<file path="src/rtl/hud_lives.sv">
// Heart-row HUD stage: maps scan coordinates to heart sprite ROM lookups, registers the
// returned pixel, and owns the lives counter, game-over flag and lost-heart blink.
module hud_lives #(
  parameter int unsigned MAX_LIVES     = 5,
  parameter int unsigned START_LIVES   = 3,
  parameter int unsigned HUD_X0        = 8,
  parameter int unsigned HUD_Y0        = 8,
  parameter int unsigned BLINK_FRAMES  = 8,
  parameter int unsigned BLINK_TOGGLES = 6
) (
  input  logic       clk,
  input  logic       rst_n,
  input  logic [9:0] pixel_x,
  input  logic [9:0] pixel_y,
  input  logic       video_on,
  input  logic       frame_tick,
  input  logic       life_lost,
  input  logic       life_gain,
  input  logic       game_reset,
  output logic [3:0] heart_x,
  output logic [3:0] heart_y,
  output logic       heart_en,
  input  logic       heart_data,
  output logic       pixel_on,
  output logic [2:0] lives,
  output logic       game_over
);

  localparam int unsigned FCNT_W = (BLINK_FRAMES > 1) ? $clog2(BLINK_FRAMES) : 1;
  localparam int unsigned TCNT_W = $clog2(BLINK_TOGGLES + 1);

  typedef enum logic {
    ST_IDLE  = 1'b0,
    ST_BLINK = 1'b1
  } state_t;

  state_t              r_state;
  state_t              w_state_nxt;
  logic [2:0]          r_lives;
  logic [2:0]          w_lives_nxt;
  logic                r_game_over;
  logic                w_game_over_nxt;
  logic [2:0]          r_blink_idx;
  logic [2:0]          w_blink_idx_nxt;
  logic                r_blink_vis;
  logic                w_blink_vis_nxt;
  logic [FCNT_W-1:0]   r_fcnt;
  logic [FCNT_W-1:0]   w_fcnt_nxt;
  logic [TCNT_W-1:0]   r_tcnt;
  logic [TCNT_W-1:0]   w_tcnt_nxt;
  logic                r_pixel_on;

  logic [9:0] w_dx;
  logic [9:0] w_dy;
  logic [5:0] w_slot;
  logic       w_in_region;
  logic       w_slot_lit;
  logic       w_lost_ok;
  logic       w_gain_ok;
  logic [2:0] w_lives_dec;
  logic [2:0] w_lives_inc;

  // Sprite-local coordinates; the 16-px pitch makes the slot the upper bits of dx.
  assign w_dx   = pixel_x - 10'(HUD_X0);
  assign w_dy   = pixel_y - 10'(HUD_Y0);
  assign w_slot = w_dx[9:4];

  assign w_in_region = (pixel_x >= 10'(HUD_X0)) && (pixel_y >= 10'(HUD_Y0)) &&
                       (w_dy < 10'd15) && (w_dx[3:0] != 4'hF) &&
                       (w_slot < 6'(MAX_LIVES));

  assign w_slot_lit = (w_slot < {3'b000, r_lives}) ||
                      ((r_state == ST_BLINK) && (w_slot == {3'b000, r_blink_idx}) && r_blink_vis);

  assign heart_x  = w_dx[3:0];
  assign heart_y  = w_dy[3:0];
  assign heart_en = video_on & w_in_region & w_slot_lit;

  // Pulses only count when not masked by a new game, game over or a simultaneous opposite pulse.
  assign w_lost_ok   = life_lost & ~life_gain & ~r_game_over & ~game_reset;
  assign w_gain_ok   = life_gain & ~life_lost & ~r_game_over & ~game_reset;
  assign w_lives_dec = r_lives - 3'd1;
  assign w_lives_inc = ({1'b0, r_lives} >= 4'(MAX_LIVES)) ? r_lives : (r_lives + 3'd1);

  always_ff @(posedge clk) begin
    if (!rst_n) begin
      r_state <= ST_IDLE;
    end else begin
      r_state <= w_state_nxt;
    end
  end

  always_comb begin
    w_state_nxt     = r_state;
    w_lives_nxt     = r_lives;
    w_game_over_nxt = r_game_over;
    w_blink_idx_nxt = r_blink_idx;
    w_blink_vis_nxt = r_blink_vis;
    w_fcnt_nxt      = r_fcnt;
    w_tcnt_nxt      = r_tcnt;

    if (game_reset) begin
      w_state_nxt     = ST_IDLE;
      w_lives_nxt     = 3'(START_LIVES);
      w_game_over_nxt = 1'b0;
    end else if (w_lost_ok) begin
      // A hit always (re)starts the blink on the slot just emptied.
      w_state_nxt     = ST_BLINK;
      w_lives_nxt     = w_lives_dec;
      w_game_over_nxt = (w_lives_dec == 3'd0);
      w_blink_idx_nxt = w_lives_dec;
      w_blink_vis_nxt = 1'b0;
      w_fcnt_nxt      = '0;
      w_tcnt_nxt      = '0;
    end else if (w_gain_ok) begin
      w_state_nxt = ST_IDLE;
      w_lives_nxt = w_lives_inc;
    end else begin
      case (r_state)
        ST_IDLE: begin
          w_state_nxt = ST_IDLE;
        end
        ST_BLINK: begin
          if (frame_tick) begin
            if (r_fcnt == FCNT_W'(BLINK_FRAMES - 1)) begin
              w_fcnt_nxt      = '0;
              w_blink_vis_nxt = ~r_blink_vis;
              w_tcnt_nxt      = r_tcnt + TCNT_W'(1);
              if (r_tcnt == TCNT_W'(BLINK_TOGGLES - 1)) begin
                w_state_nxt = ST_IDLE;
              end
            end else begin
              w_fcnt_nxt = r_fcnt + FCNT_W'(1);
            end
          end
        end
        default: begin
          w_state_nxt = ST_IDLE;
        end
      endcase
    end
  end

  always_ff @(posedge clk) begin
    if (!rst_n) begin
      r_lives     <= 3'(START_LIVES);
      r_game_over <= 1'b0;
      r_blink_idx <= 3'd0;
      r_blink_vis <= 1'b0;
      r_fcnt      <= '0;
      r_tcnt      <= '0;
      r_pixel_on  <= 1'b0;
    end else begin
      r_lives     <= w_lives_nxt;
      r_game_over <= w_game_over_nxt;
      r_blink_idx <= w_blink_idx_nxt;
      r_blink_vis <= w_blink_vis_nxt;
      r_fcnt      <= w_fcnt_nxt;
      r_tcnt      <= w_tcnt_nxt;
      r_pixel_on  <= heart_data;
    end
  end

  assign lives     = r_lives;
  assign game_over = r_game_over;
  assign pixel_on  = r_pixel_on;

endmodule

</file>
<file path="config.mk">
export PLATFORM = sky130hd
export DESIGN_NAME = hud_lives
export DESIGN_NICKNAME = d
export VERILOG_FILES = /design/src/rtl/hud_lives.sv
export SDC_FILE = /design/constraint.sdc
export NUM_CORES = 1
export LEC_CHECK = 0
export ABC_AREA = 1
export CAP_MARGIN = 40
export CORE_UTILIZATION = 46
export DETAILED_ROUTE_END_ITERATION = 6
export GPL_TIMING_DRIVEN = 0
export PLACE_DENSITY = 0.8
export SLEW_MARGIN = 0
export SYNTH_ARGS = -nofsm -noshare
export SYNTH_HDL_FRONTEND = slang
export SYNTH_SLANG_ARGS = --single-unit
</file>
<file path="constraint.sdc">
create_clock -name clk -period 2.6 [get_ports clk]
set_input_delay 0.52 -clock clk [delete_from_list [all_inputs] [get_ports clk]]
set_output_delay 0.52 -clock clk [all_outputs]
set_load 0.01 [all_outputs]
</file>
==> summary.md <==
| Metric | Value |
|---|---|
| Syn avg cell area | `6.47 um^2` |
| Most common cell on crit path | `inv_2` |
| Initial DRC count | `56` |
| Post-synth top area share | `0.244` |
| Die height | `about 55 um` |
| Initial Util | `0.481` |
| Netlist Area Pre-Place | `~1300 um^2` |
| Worst-Skew Late Latency | `300 ps` |
| Placer Congestion | `approximately 0.84` |
| Buf/Inv on CP | `5` |
| CP max stage cell | `ha_1` |
| Most common cell in the synthesized netlist | `nand2_1` |
| Slew Limit Headroom | `0.825` |
| Synth cell types | `26` |
| Cts bufs inserted | `3` |
| Hold Crit Class | `register to register` |
| Vias | `1,424` |
| Min Tclk post-route | `approximately 2500 ps` |
| Final Setup Violations | `0` |
| Final ANT Viol Nets | `0` |
| M1 WL | `1.37 mm` |
| Post-synth top cells | `38 x nand2_1, 30 x inv_1, 26 x nor2_1` |
| DP HPWL | `2.34 mm` |
| Fraction of layout cells with a size suffix above 1 | `0.179` |
| Status | `completed` |
| Synthesis-to-layout area growth | `41.1%` |
| Synth Instances | `203` |
| Initial antenna violation count | `0` |
| Tcrit/Tclk final | `0.961` |
| Overall power | `just over 0.6 mW` |
| Register area share after synthesis | `0.244` |
| Wire per inst | `roughly 11 um` |
| Die X | `55.4 um` |
| Max FO, Critical Path | `3` |
| Die area | `3070 um^2` |
| CTS clk-pin slew, worst paths | `approximately 100 ps` |
| Critical Path Source Type | `primary input` |
| Dpl cell area | `1760 um^2` |
| Post-synth EDFFs | `0` |
| Critical path endpoint category | `primary output` |
| Layout Skew | `3.75 ps` |
| Leading area contributor after synthesis | `dfxtp_1` |
| Synth area leaders | `dfxtp_1 24%, nand2_1 11%, ha_1 10%` |
| Synth Register Bits | `16` |
| Average via count per standard cell | `just over 5` |
| Worst Max-Slew Pin Slew | `~260 ps` |
| Root Driver | `clkbuf_4` |
| Layout net count | `approximately 290` |
| Data arrival, critical path | `just under 2000 ps` |
| GRT overflow | `0` |
| DR WL met3 | `roughly 170 um` |
| CTS max path bufs | `2` |
| Core area | `between 2000 and 3000 um^2` |
| Number of max-cap violations | `0` |
| Crit-path cells | `buf_4 > inv_2 > ha_4 > inv_2 > nand2_2 > nand2_2 > inv_2 > ha_1 > a21o_1 > a21oi_2 > a21oi_2 > nor3_2 > buf_2` |
| CTS Sinks | `16` |
| DR WL met2 | `1.42 mm` |
| Setup CP Type | `primary input to primary output` |
| DRT Wirelength | `~3 mm` |
| Final hold vios | `0` |
| Most used DFF post-synth | `dfxtp_1` |
| CTS HTree Levels | `1` |
| CTS tree | `done` |
| Worst path top cell family by delay | `adder cells` |
| Largest net degree at the start of global routing | `11` |
| First-pass GRT wire length | `5.33 mm` |
| IO Pins | `42` |
| Peak VDD IR | `roughly 0.43 mV` |
| Number of antenna diodes | `0` |
| Post-synth ARST share | `0` |
| WP data required | `2080 ps` |
| Pwr dens | `~340 nW/um^2` |
| Max Used Layer | `met4` |
| Number of global-route vias before repair | `1,353` |
| DRC | `0` |
| Syn Nets | `between 200 and 250` |
| Static leakage | `0.883 nW` |
| Initial DRT Pass Iterations | `4` |
| PortBufs | `41` |
| Yosys warnings | `0` |
| Row cnt | `19` |
| Max Fclk | `roughly 400 MHz` |
| Slew Limit Fails | `0` |
| GRT Total Usage | `0.207` |
| Design Area, Final | `between 1500 and 2000 um^2` |
| Crit-path max cell delay | `260 ps` |
-- power breakdown --
group	total [mW]	internal, mW	switching [mW]
Sequential	0.259	0.253	0.00609
Clock	0.174	0.0856	0.0888
Combinational	0.188	0.0984	0.0901
Total	0.622	0.437	0.185
-- area by class of cell --
type / count / area (um^2)
multi-input cells: 148 / 871
flip-flops and latches: 16 / 320
plain buffers: 7 / 52.6
well taps: 31 / 38.8
fillers: 244 / 880
inverters: 32 / 120
clock buffers: 4 / 36.3
repair buffers: 44 / 415
-- metrics by stage --
| step | setup slack (ps) | setup TNS [ps] | hold slack [ps] | std cells | utilization |
|---|---|---|---|---|---|
| 2_1_floorplan | 63.0 | 0 | 443 | 203 | - |
| 3_3_place_gp | -918 | -918 | 461 | 275 | 0.645 |
| 3_5_place_dp | -946 | -946 | 469 | 275 | 0.645 |
| 4_1_cts | 16.7 | 0 | 485 | 281 | 0.668 |
| 5_1_grt | -2.17 | -2.17 | 516 | 282 | 0.678 |
| 6_report | 101 | 0 | 482 | 282 | 0.678 |
-- repair_timing --
item | in CTS | in global routing
gates resized for setup | 21 | 15
pin swaps | 5 | 6
hold buffers | 0 | 0
gates cloned | 0 | 0
setup buffers | 2 | 1
endpoints found under the setup margin | 1 | 1
-- worst register-to-register path, stage by stage (launching register included) --
cell	delay [ps]
dfxtp_1	460
inv_1	130
ha_1	220
xnor2_1	140
or2_1	250
nand2_1	60
o21ai_1	50
a21oi_1	110
-- final timing paths --
| check | depth (start not counted) | slack [ps] | startpoint | to |
|---|---|---|---|---|
| min | 2 | 480 | r_blink_idx[0]$_SDFFE_PN0P_ | r_blink_idx[0]$_SDFFE_PN0P_ |
| max | 13 | 100 | pixel_x[4] | heart_en |
| max reg2reg | 7 | 1110 | lives[0]$_SDFFE_PP1P_ | lives[2]$_SDFFE_PP0P_ |
| min reg2reg | 2 | 480 | r_blink_idx[0]$_SDFFE_PN0P_ | r_blink_idx[0]$_SDFFE_PN0P_ |
-- sequential cells by signal, summed over array words and instances, names as in the netlist --
| register | flops |
|---|---|
| r_fcnt | 3 |
| r_blink_vis | 1 |
| pixel_on | 1 |
| game_over | 1 |
| lives | 3 |
| r_blink_idx | 3 |
| r_state | 1 |
| r_tcnt | 3 |
-- logic make-up (layout without fill, tap and decap cells) --
kind of cell / after synthesis / count (layout) / synth area share
compound gates: 27 / 27 / 0.106
xor+xnor: 3 / 3 / 0.0200
fa+ha+maj: 11 / 11 / 0.105
buf+inv: 39 / 87 / 0.131
flops: 16 / 16 / 0.244
simple gates: 107 / 107 / 0.394
-- metal layers --
layer  global-route usage  vias to the layer above
li1                     -                      751
met1                0.261                      625
met5                    0                        -
met3               0.0164                        4
met4               0.0679                        0
met2                0.372                       44
-- layout by cell type, fill, tap and decap left out, types with 2 or more instances in the layout --
master	instances
nand2_2	5
clkbuf_4	3
dlygate4sd2_1	2
nor2_1	25
clkdlybuf4s50_1	34
nand3b_1	2
a21oi_2	2
o21ai_0	6
inv_1	24
dfxtp_1	16
nand2_1	35
buf_4	11
nor2_2	2
inv_2	8
a21oi_1	16
nand3_1	20
nor3_1	2
or2_1	4
ha_1	9
nand4_1	5
clkbuf_2	2
No activity file was read; power rests on OpenSTA's default activity.
